`src/rtl/serial_cmp_driver_pkg.sv`:
```
// rtl/serial_cmp_driver_pkg.sv - shared state encoding and width bounds for serial_cmp_driver
package serial_cmp_driver_pkg;

  typedef enum logic [1:0] {
    ST_IDLE  = 2'd0,
    ST_SHIFT = 2'd1,
    ST_DONE  = 2'd2
  } state_e;

  localparam int W_MIN = 1;
  localparam int W_MAX = 32;

endpackage

```
`src/rtl/serial_cmp_driver.sv`:
```
// rtl/serial_cmp_driver.sv - drives a bit-serial comparator cell LSB-first and reports A>B / A==B
module serial_cmp_driver
  import serial_cmp_driver_pkg::*;
#(
  parameter int W = 8
) (
  input  logic         clk,
  input  logic         rst,
  input  logic         start,
  input  logic [W-1:0] a,
  input  logic [W-1:0] b,
  output logic         x,
  output logic         y,
  output logic         v,
  input  logic         z,
  output logic         bit_valid,
  output logic         busy,
  output logic         done,
  output logic         gt,
  output logic         eq
);

  localparam int CW = (W > 1) ? $clog2(W) : 1;
  localparam logic [CW-1:0] CNT_LAST = CW'(W - 1);

  if (W < W_MIN || W > W_MAX) begin : g_w_range_check
    $error("serial_cmp_driver: W out of legal range");
  end

  state_e        state_q, state_d;
  logic [W-1:0]  sha_q, sha_d;
  logic [W-1:0]  shb_q, shb_d;
  logic [CW-1:0] cnt_q, cnt_d;
  logic          v_q, v_d;
  logic          eq_run_q, eq_run_d;
  logic          gt_q, gt_d;
  logic          eq_q, eq_d;
  logic          bit_eq;

  always_ff @(posedge clk or posedge rst) begin
    if (rst) begin
      state_q  <= ST_IDLE;
      sha_q    <= '0;
      shb_q    <= '0;
      cnt_q    <= '0;
      v_q      <= 1'b0;
      eq_run_q <= 1'b0;
      gt_q     <= 1'b0;
      eq_q     <= 1'b0;
    end else begin
      state_q  <= state_d;
      sha_q    <= sha_d;
      shb_q    <= shb_d;
      cnt_q    <= cnt_d;
      v_q      <= v_d;
      eq_run_q <= eq_run_d;
      gt_q     <= gt_d;
      eq_q     <= eq_d;
    end
  end

  assign bit_eq = ~(sha_q[0] ^ shb_q[0]);

  // z comes back combinationally from the cell for the bit currently on x/y/v
  always_comb begin
    state_d  = state_q;
    sha_d    = sha_q;
    shb_d    = shb_q;
    cnt_d    = cnt_q;
    v_d      = v_q;
    eq_run_d = eq_run_q;
    gt_d     = gt_q;
    eq_d     = eq_q;
    case (state_q)
      ST_IDLE: begin
        if (start) begin
          sha_d    = a;
          shb_d    = b;
          v_d      = 1'b0;
          eq_run_d = 1'b1;
          cnt_d    = '0;
          state_d  = ST_SHIFT;
        end
      end
      ST_SHIFT: begin
        v_d      = z;
        eq_run_d = eq_run_q & bit_eq;
        sha_d    = sha_q >> 1;
        shb_d    = shb_q >> 1;
        if (cnt_q == CNT_LAST) begin
          gt_d    = z;
          eq_d    = eq_run_q & bit_eq;
          state_d = ST_DONE;
        end else begin
          cnt_d = cnt_q + 1'b1;
        end
      end
      ST_DONE: state_d = ST_IDLE;
      default: state_d = ST_IDLE;
    endcase
  end

  // Kept out of the FSM block so the path through the external cell stays acyclic
  assign bit_valid = (state_q == ST_SHIFT);
  assign x         = bit_valid & sha_q[0];
  assign y         = bit_valid & shb_q[0];
  assign v         = bit_valid & v_q;
  assign busy      = (state_q != ST_IDLE);
  assign done      = (state_q == ST_DONE);
  assign gt        = gt_q;
  assign eq        = eq_q;

endmodule

```
`config.mk`:
```
export PLATFORM = sky130hd
export DESIGN_NAME = serial_cmp_driver
export DESIGN_NICKNAME = d
export VERILOG_FILES = /design/src/rtl/serial_cmp_driver_pkg.sv /design/src/rtl/serial_cmp_driver.sv
export SDC_FILE = /design/constraint.sdc
export NUM_CORES = 1
export LEC_CHECK = 0
export ABC_AREA = 1
export CAP_MARGIN = 20
export CORE_MARGIN = 2
export CORE_UTILIZATION = 42
export CTS_BUF_LIST = sky130_fd_sc_hd__clkbuf_16
export CTS_CLUSTER_DIAMETER = 150
export CTS_CLUSTER_SIZE = 8
export DETAILED_ROUTE_END_ITERATION = 8
export PLACE_DENSITY = 0.74
export SLEW_MARGIN = 20
export SYNTH_ARGS = -nofsm -noshare
export SYNTH_HDL_FRONTEND = slang
export SYNTH_SLANG_ARGS = --single-unit
```
`constraint.sdc`:
```
create_clock -name clk -period 2.1 [get_ports clk]
set_input_delay 0.42 -clock clk [delete_from_list [all_inputs] [get_ports clk]]
set_output_delay 0.42 -clock clk [all_outputs]
set_load 0.01 [all_outputs]
```
Word level (Yosys, flattened, before mapping):

Index checks and enable logic that the tools add are counted.
W data, S select, Z words.

* add/subtract/negate cells: 1
* equality and inequality tests: 6
* multiplexer cells: 14
* bitwise logic cells: 6
* reductions and logical operators: 7

Operators by type and width (count)
* $pmux W8 S2: 2
* $mux W8: 2
* $mux W3: 2
* $pmux W3 S2: 1
* $reduce_and A2 Y1: 3
* $and A1 B1 Y1: 4
* $mux W2: 2
* $ne A2 B2 Y1 const B: 2
* $pmux W1 S2: 2
* $pmux W2 S2: 1
* $reduce_bool A2 Y1: 2
* $add A3 B1 Y3 const B: 1
* $eq A3 B3 Y1 const B: 1
* $reduce_and A3 Y1: 1
* $eq A2 B1 Y1 const B: 1
* $eq A2 B2 Y1 const B: 1
* $logic_not A2 Y1: 1
* $mux W1: 2
* $ne A2 B1 Y1 const B: 1
* $not A1 Y1: 1
* $xor A1 B1 Y1: 1

* register bits after elaboration: 25
* output and inout bits: 8
* logic and storage cells: 42

Longest topological paths before layout:

Gate-level depths: netlist of the first run.

* depth in word-level cells: 4
* gate-level depth with buffers: 7
* depth with buffers taken out: 6

Worst setup path after synthesis of the first run:

OpenSTA, ideal clock, no wires.

* path type: register to output
* from: register state_q[1]
* to: output port v
* arrival: 0.944 ns
* required time: 1.680 ns
* path slack: 0.736 ns
* stages on the path, launching flop included: 5
* path buffers: 1
* cell sequence: dfrtp_1 -> inv_2 -> nand2_4 -> buf_2 -> nor2_1

* longest elaborated chain between the ends: 2

Ends and longest elaborated chain
* start, declared: line serial_cmp_driver.sv:30 `state_e state_q, state_d;`
* start signal, assigned: line serial_cmp_driver.sv:51 `state_q <= state_d;`
* $eq A2 B1 Y1: line serial_cmp_driver.sv:104 `assign bit_valid = (state_q == ST_SHIFT);`
* $and A1 B1 Y1: line serial_cmp_driver.sv:107 `assign v = bit_valid & v_q;`
* end, declared: line serial_cmp_driver.sv:14 `output logic v,`

No other way between the ends.

Final worst setup path of the first run:

* from: register state_q[1]
* to: output port done

* longest elaborated chain between the ends: 1

Ends and longest elaborated chain
* $eq A2 B2 Y1: line serial_cmp_driver.sv:109 `assign done = (state_q == ST_DONE);`
* end, declared: line serial_cmp_driver.sv:18 `output logic done,`

No other way between the ends.

==> out/metrics.cfg, run 1 <==
[floorplanning]
fp.dieW_um=58.8
num_rows=19
ios=28
die_h_um=58.8
dieArea_um2=3460
core-area_um2=2810
start_util=0.450

[synth]
syn-num-nets=191
avgSynthCellArea_um2=7.46
synth_area_um2=1260
ys_ff_latch=25
yosys_warnings=0
synthDistinctLibCells=17
yosysSeqAreaShare=0.496
synthCells=169

[cells_and_area]
diodes=0
nets=219
area_growth_pct=30.3
drive_gt1_frac=0.0765
nFillCells=261

[clock_network]
clkLatencyLatePin_ns=0.26
ctsHoldBuffers=0
cts_sinks=25
cts_tree=yes
h-tree-depth=1
clk_path_buf_depth=2
clk_pin_slew_worst_paths_ns=0.06
root_buffer=clkbuf_16
cts_inserted_buffers=3

[routing]
wl_mm=2.90
drtAntennaViolNets=0
drt-met1-wl_mm=1.21
drc=2
vias=1171
detail_route.wl_per_cell_um=12.8
dr.max_layer_used=met4
drt_iter0_drc=47
wl_met2_mm=1.50
first_pass_iters=6
wl_met3_um=174
vias_per_cell=5.16

[sta]
relSlewSlack=0.779
finClkSkew_ns=0.00192
drv_slew=0
fin_tns_setup_ns=0
rsz0062_at_grt=no
fin_crit_sh=0.956
setup_viol_count_final=0
worst_pin_slew_ns=0.331
fmax_mhz=498
layout_min_cycle_time_ns=2.01
hold_violations=0
timing.final.ws_setup_ns=0.0920

[worst_setup_path]
crit_path_cell_trace=inv_2 -> buf_4 -> nor2_1 -> clkdlybuf4s50_1
worst-setup-path-type=reg -> out
cp-start-kind=register
slowest_delay_ns=0.54
cp_top_family=buffers and inverters
crit_buf_inv=3
path_max_fanout=18
crit_arrival_ns=1.59
end_kind=output port
worstPathRequired_ns=1.68
crit_slowest_cell=clkdlybuf4s50_1

[placed_design]
port_buffers=27
dp_hpwl_mm=2.03
pre_cts_slack_ns=0.240
place_congestion=0.828

[outcome]
failed_checks=DRC
outcome=finished with violations

[power_and_ir_drop]
pwr_density_cell_nw_per_um2=1390
irDropWorstVdd_mv=0.808
p_leak_nw=0.872

[global_routing]
antenna_found_initial=0
grt_pass1_vias=1096
grt_pass1_wl_mm=4.79
grt_start_max_net_pins=26
gr-usage-all-layers=0.183
overflow=0

[min_path]
holdCritPathClass=reg -> reg

[flow_run]
cap_violations=0

per-stage QoR:
step	hold slack, ns	utilization	instances	cell area (µm²)	total power (W)
detailed placement	0.465	0.554	223	1550	0.00185
finish	0.476	0.586	227	1640	0.00229
global route	0.513	0.586	227	1640	0.00250
CTS	0.481	0.583	227	1630	0.00229
global placement	0.462	0.554	223	1550	0.00179
floorplan	0.443	-	169	1260	0.00152
flip-flops by register name (all words and copies together), names as in the netlist:
| name | cells |
|---|---|
| sha_q | 8 |
| shb_q | 8 |
| cnt_q | 3 |
| state_q | 2 |
| eq | 1 |
| eq_run_q | 1 |
| gt | 1 |
| v_q | 1 |
what timing repair did:
action,CTS,global route
setup endpoints to repair,3,2
buffers inserted,0,0
pin swaps,0,0
resized for setup,1,1
synth_stat cells:
library cell / count / area [µm²]
nand2_2: 1 / 6.26
nand3_1: 20 / 100
o21ai_0: 5 / 25.0
inv_2: 2 / 7.51
inv_1: 7 / 26.3
nand2_1: 85 / 319
dfrtp_1: 25 / 626
ha_1: 2 / 25.0
buf_4: 2 / 15.0
nand4_1: 2 / 12.5
nor2_1: 7 / 26.3
buf_2: 5 / 25.0
o21ai_1: 1 / 5.00
inv_4: 1 / 6.26
a21boi_0: 1 / 7.51
nor2_2: 1 / 6.26
nand2_4: 2 / 22.5
worst min-delay path: stages, from the launching register on:
cell and delay (ns):
dfrtp_1 0.34, nand2_1 0.05, nand2_1 0.05
cell type report:
| type | count | area, µm² | area share |
|---|---|---|---|
| Sequential cell | 25 | 627 | 0.382 |
| Multi-Input combinational cell | 127 | 564 | 0.343 |
| Tap cell | 31 | 38.8 | 0.0236 |
| Clock inverter | 1 | 5.00 | 0.00305 |
| Timing Repair Buffer | 30 | 293 | 0.178 |
| Inverter | 10 | 40.0 | 0.0244 |
| Clock buffer | 3 | 75.1 | 0.0457 |
metal layers:
layer,vias up,global-route usage
met5,-,0
met1,553,0.212
li1,581,-
met4,0,0.0455
met2,35,0.338
met3,2,0.0418
path summary, 6_finish.rpt:
check	from	endpoint	slack, ns	depth (start not counted)
worst min-delay path	sha_q[7]	sha_q[7]	0.48	2
max in group asynchronous	rst	state_q[0]	1.32	3
worst max register to register	state_q[1]	shb_q[3]	0.64	7
min in group asynchronous	rst	eq_run_q	0.51	3
worst min register to register	sha_q[7]	sha_q[7]	0.48	2
worst max-delay path	state_q[1]	done	0.09	4
layout by cell type, fill, tap and decap left out:
cell	synthesis	layout
inv_1	7	7
inv_4	1	1
clkdlybuf4s50_1	0	27
nand2_2	1	1
nor2_1	7	7
ha_1	2	2
buf_4	2	3
o21ai_1	1	1
clkbuf_16	0	3
dfrtp_2	0	1
nand2_4	2	1
clkinv_2	0	1
o21ai_0	5	5
nand2_8	0	1
nand2_1	85	85
inv_2	2	2
nor2_2	1	1
nand3_1	20	20
nand4_1	2	2
a21boi_0	1	1
dfrtp_1	25	24
power by group:
group	internal, W	total (W)	switching [W]
Sequential	0.000694	0.000839	0.000144
Clock	0.000257	0.000425	0.000168
Combinational	0.000427	0.00102	0.000596
Total	0.00138	0.00229	0.000909
cell families after synthesis:
group | count (synthesis) | share of synthesized area
and+or+nand+nor | 118 | 0.391
buffers and inverters | 17 | 0.0635
AOI/OAI and AO/OA | 7 | 0.0298
adders and majority gates | 2 | 0.0198
DFF | 25 | 0.496
No activity file was read; power rests on OpenSTA's default activity.
==> run 2: changes to the inputs <==
- clock period: 2.1 -> 2.5 ns (I/O delays scaled with it)
==> out/metrics.cfg, run 2 (synthesized netlist as in run 1, its figures left out) <==
[placed_design]
place_congestion=0.813  ; -1.9%
port_buffers=27  ; unchanged
dp_hpwl_mm=1.92  ; -5.3%

[clock_network]
clkLatencyLatePin_ns=0.26  ; about the same
cts_tree=yes
cts_inserted_buffers=3  ; unchanged
cts_sinks=25  ; unchanged
clk_path_buf_depth=2  ; unchanged
h-tree-depth=1  ; unchanged
clk_pin_slew_worst_paths_ns=0.07  ; about the same
post_cts_buffers=0  ; unchanged
cts_resized=0  ; -1
ctsHoldBuffers=0  ; unchanged
root_buffer=clkbuf_16

[floorplanning]
num_rows=19  ; unchanged
fp.dieW_um=58.8  ; unchanged
ios=28  ; unchanged
die_h_um=58.8  ; unchanged
dieArea_um2=3460  ; unchanged
core-area_um2=2810  ; unchanged
start_util=0.450  ; unchanged

[cells_and_area]
multi_input_area_um2=556  ; -1.6%
reg_top3=sha_q: 8 flops, shb_q: 8 flops, cnt_q: 3 flops
final-seq-area_um2=626  ; -0.20%
nets=219  ; unchanged
area_growth_pct=29.7
utilization=0.583  ; -0.00268
diodes=0  ; unchanged
drive_gt1_frac=0.0714  ; -0.00510
final_cell_mix=85 x nand2_1, 27 x clkdlybuf4s50_1, 25 x dfrtp_1
layout_commonest_cell=nand2_1
nFillCells=269  ; +3.1%

[power_and_ir_drop]
irDropWorstVdd_mv=0.682  ; -16%
swShare=0.398  ; about the same
pwr-share-clk=0.191  ; +0.005
p_sw_w=0.000760  ; -16%
pwr_density_cell_nw_per_um2=1170  ; -16%
p_leak_nw=0.867  ; -0.52%
p_int_w=0.00115  ; -16%
pwr-share-comb=0.444  ; -0.004
share_seq_of_total_power=0.364  ; -0.003

[global_routing]
gr-usage-all-layers=0.191  ; +0.00777
grt_pass1_wl_mm=4.99  ; +4.2%
grt_pass1_vias=1129  ; +3.0%
overflow=0  ; unchanged
antenna_found_initial=0  ; unchanged
grt_start_max_net_pins=26  ; unchanged

[sta]
setup_viol_count_final=0  ; unchanged
worst_pin_slew_ns=0.318  ; -0.0126 ns
fin_crit_sh=0.876
fmax_mhz=456
hold_violations=0  ; unchanged
rsz0062_at_grt=no
finClkSkew_ns=0.00885  ; +0.00693 ns
layout_min_cycle_time_ns=2.19
relSlewSlack=0.788  ; +0.00841
fin_tns_setup_ns=0  ; unchanged
drv_slew=0  ; unchanged

[worst_setup_path]
crit_arrival_ns=1.69  ; +0.10 ns
path_max_fanout=23  ; +5
cp-start-kind=register
worst-setup-path-type=reg -> out
crit_path_cell_trace=nand2_4 -> nor2_1 -> clkdlybuf4s50_1
end_kind=output port
r2r_setup_slack_ns=1.08  ; +0.44 ns
worstPathRequired_ns=2.00  ; +0.32 ns
slowest_delay_ns=0.55  ; about the same
crit_slowest_cell=clkdlybuf4s50_1

[routing]
drt_iter0_drc=66  ; +40%
wl_met3_um=108  ; -38%
drt-met1-wl_mm=1.23  ; +1.7%
first_pass_iters=6  ; unchanged
detail_route.wl_per_cell_um=12.3  ; -3.8%
wl_met2_mm=1.40  ; -6.5%
vias_per_cell=5.04  ; -2.3%
wl_mm=2.79  ; -3.8%
dr.max_layer_used=met4
drc=2  ; unchanged
vias=1144  ; -2.3%
drtAntennaViolNets=0  ; unchanged

[outcome]
outcome=finished with violations
failed_checks=DRC

[min_path]
holdCritPathClass=reg -> reg

[flow_run]
cap_violations=0  ; unchanged

==> run 2: metal layers <==
| metal | vias to the layer above | track usage |
|---|---|---|
| li1 | 578 | - |
| met3 | 6 | 0.0462 |
| met5 | - | 0 |
| met4 | 0 | 0.0714 |
| met1 | 537 | 0.231 |
| met2 | 23 | 0.329 |
==> run 2: worst max-delay path, delay by kind of cell (launching register included) <==
family | cells | cell delay [ns]
buffers and inverters | 1 | 0.55
flip-flops | 1 | 0.51
AND/OR/NAND/NOR | 2 | 0.37
==> run 2: path summary, 6_finish.rpt <==
path	from	end	depth (start not counted)
min in group asynchronous	rst	sha_q[2]	3
max in group asynchronous	rst	shb_q[4]	3
setup reg to reg	state_q[1]	shb_q[3]	7
hold / removal	sha_q[7]	sha_q[7]	2
setup / recovery	state_q[0]	x	3
hold reg to reg	sha_q[7]	sha_q[7]	2
==> run 2: layout make-up <==
cell class                 instances  share of cell area
clock inverter                     1             0.00459
tap                               31              0.0237
sequential                        25               0.383
inverter                          10              0.0245
multi-input combinational        127               0.340
clock buffer                       3              0.0459
timing repair buffer              30               0.179
==> run 2: metrics by stage <==
| stage | instance area (µm²) | total power [W] | worst slack [ns] | hold WS, ns | cells |
|---|---|---|---|---|---|
| global placement | 1550 | 0.00151 | 0.658 | 0.463 | 223 |
| finish | 1640 | 0.00191 | 0.309 | 0.483 | 227 |
| detailed placement | 1550 | 0.00155 | 0.608 | 0.470 | 223 |
| CTS | 1640 | 0.00192 | 0.309 | 0.487 | 227 |
| global route | 1640 | 0.00210 | 0.204 | 0.531 | 227 |
| floorplan | 1260 | 0.00128 | 1.06 | 0.443 | 169 |
==> run 2: power groups by stage <==
stage | Combinational [W] | Sequential [W] | Clock (W)
global placement | 0.000821 | 0.000690 | 0
global route | 0.000983 | 0.000719 | 0.000393
finish | 0.000849 | 0.000696 | 0.000366
CTS | 0.000856 | 0.000692 | 0.000374
detailed placement | 0.000854 | 0.000696 | 0
floorplan | 0.000610 | 0.000670 | 0
==> run 3: changes to the inputs <==
- SETUP_SLACK_MARGIN: not set -> 0.5
==> out/metrics.cfg, run 3 (synthesized netlist as in run 1, its figures left out) <==
[outcome]
outcome=finished with violations
failed_checks=DRC

[placed_design]
place_congestion=0.813  ; unchanged
dp_hpwl_mm=1.92  ; unchanged
port_buffers=27  ; unchanged
dp.cells=223  ; unchanged

[sta]
hold_ws_ns=0.484  ; +0.00104 ns
setup_viol_count_final=0  ; unchanged
fin_crit_sh=0.767  ; -0.110
relSlewSlack=0.789  ; +0.000958
hold_violations=0  ; unchanged
finClkSkew_ns=0.00898  ; +0.000132 ns
drv_slew=0  ; unchanged
fmax_mhz=522  ; +14%
rsz0062_at_grt=no
layout_min_cycle_time_ns=1.92  ; -0.274 ns
worst_pin_slew_ns=0.317  ; -0.00144 ns
fin_tns_setup_ns=0  ; unchanged

[routing]
drtAntennaViolNets=0  ; unchanged
drt_iter0_drc=74  ; +12%
first_pass_iters=6  ; unchanged
wl_mm=2.87  ; +2.7%
drc=2  ; unchanged
vias_per_cell=5.15  ; +2.2%
vias=1179  ; +3.1%
detail_route.wl_per_cell_um=12.5  ; +1.8%

[power_and_ir_drop]
irDropWorstVdd_mv=0.683  ; +0.15%
p_leak_nw=0.903  ; +4.1%
pwr_density_cell_nw_per_um2=1170  ; +0.27%

[floorplanning]
dieArea_um2=3460  ; unchanged
start_util=0.450  ; unchanged
fp.dieW_um=58.8  ; unchanged
num_rows=19  ; unchanged
die_h_um=58.8  ; unchanged
core-area_um2=2810  ; unchanged
ios=28  ; unchanged

[worst_setup_path]
crit_arrival_ns=1.42  ; -0.27 ns
slowest_delay_ns=0.56  ; about the same
crit_slowest_cell=clkdlybuf4s50_1
worstPathRequired_ns=2.00  ; about the same
end_kind=output port
worst-setup-path-type=reg -> out
crit_path_cell_trace=inv_2 -> nor2_2 -> clkdlybuf4s50_1
path_max_fanout=5  ; -78%
cp-start-kind=register

[cells_and_area]
final-seq-area_um2=627  ; +0.20%
nets=221  ; +0.91%
nFillCells=266  ; -1.1%
final_cell_mix=85 x nand2_1, 24 x dfrtp_1, 23 x clkdlybuf4s50_1
diodes=0  ; unchanged
multi_input_area_um2=567  ; +2.0%
drive_gt1_frac=0.0909  ; +0.0195
final_cells=229  ; +0.88%
reg_top3=sha_q: 8 flops, shb_q: 8 flops, cnt_q: 3 flops
layout_commonest_cell=nand2_1
area_growth_pct=31.7

[clock_network]
clk_path_buf_depth=2  ; unchanged
ctsHoldBuffers=0  ; unchanged
root_buffer=clkbuf_16
clkLatencyLatePin_ns=0.26  ; about the same
cts_inserted_buffers=3  ; unchanged
cts_sinks=25  ; unchanged
clk_pin_slew_worst_paths_ns=0.07  ; about the same
h-tree-depth=1  ; unchanged
cts_tree=yes

[global_routing]
grt_start_max_net_pins=26  ; unchanged
use_met3=0.0462  ; unchanged
use_met2=0.330  ; +0.00159
grt_pass1_wl_mm=5.01  ; +0.42%
overflow=0  ; unchanged
grtUsageMet1=0.233  ; +0.00283
antenna_found_initial=0  ; unchanged
gr-usage-all-layers=0.192  ; +0.00139
busiest_layer=met2
grt_pass1_vias=1140  ; +0.97%

[flow_run]
cap_violations=0  ; unchanged

[min_path]
holdCritPathClass=reg -> reg

[run 3: per-layer routing]
metal	up-vias	wire length, µm	share of wire
li1	583	-	-
met1	557	1220	0.43
met2	31	1450	0.51
met3	8	126	0.044
met4	0	73	0.025
met5	-	0	0
[run 3: repair_timing]
action,4_1_cts,5_1_grt
gates resized for setup,5,2
buffers inserted,1,1
setup endpoints to repair,6,3
endpoints found under the hold margin,0,0
gates cloned,0,0
[run 3: final cells by class]
| type | instances | area share |
|---|---|---|
| clock buffers | 3 | 0.0452 |
| well taps | 31 | 0.0233 |
| multi-input cells | 127 | 0.341 |
| clock inverters | 1 | 0.00452 |
| flip-flops and latches | 25 | 0.377 |
| inverters | 10 | 0.0241 |
| repair buffers | 32 | 0.184 |
[run 3: path summary, 6_finish.rpt]
kind,from,to,slack [ns],cells after the start
setup / recovery,state_q[0],bit_valid,0.58,3
hold / removal,sha_q[7],sha_q[7],0.48,2
setup reg to reg,state_q[1],sha_q[1],1.01,7
hold reg to reg,sha_q[7],sha_q[7],0.48,2
max in group asynchronous,rst,state_q[0],1.64,3
min in group asynchronous,rst,shb_q[0],0.59,3
[run 3: worst max-delay path, delay by kind of cell, from the launching register on]
family | cells | cell delay [ns]
buffers and inverters | 2 | 0.62
flip-flops | 1 | 0.41
AND/OR/NAND/NOR | 1 | 0.13
[run 3: metrics by stage]
stage	util	power (W)	instance area [µm²]	setup WS [ns]
after floorplan	-	0.00128	1260	1.06
after global placement	0.554	0.00151	1550	0.658
after detailed placement	0.554	0.00155	1550	0.608
after CTS	0.588	0.00194	1650	0.400
after global routing	0.592	0.00213	1660	0.524
final	0.592	0.00195	1660	0.583
[run 3: power by group]
group / total, W / internal, W / switching, W
sequential: 0.000693 / 0.000583 / 0.000110
combinational: 0.000888 / 0.000366 / 0.000522
clock: 0.000366 / 0.000217 / 0.000149
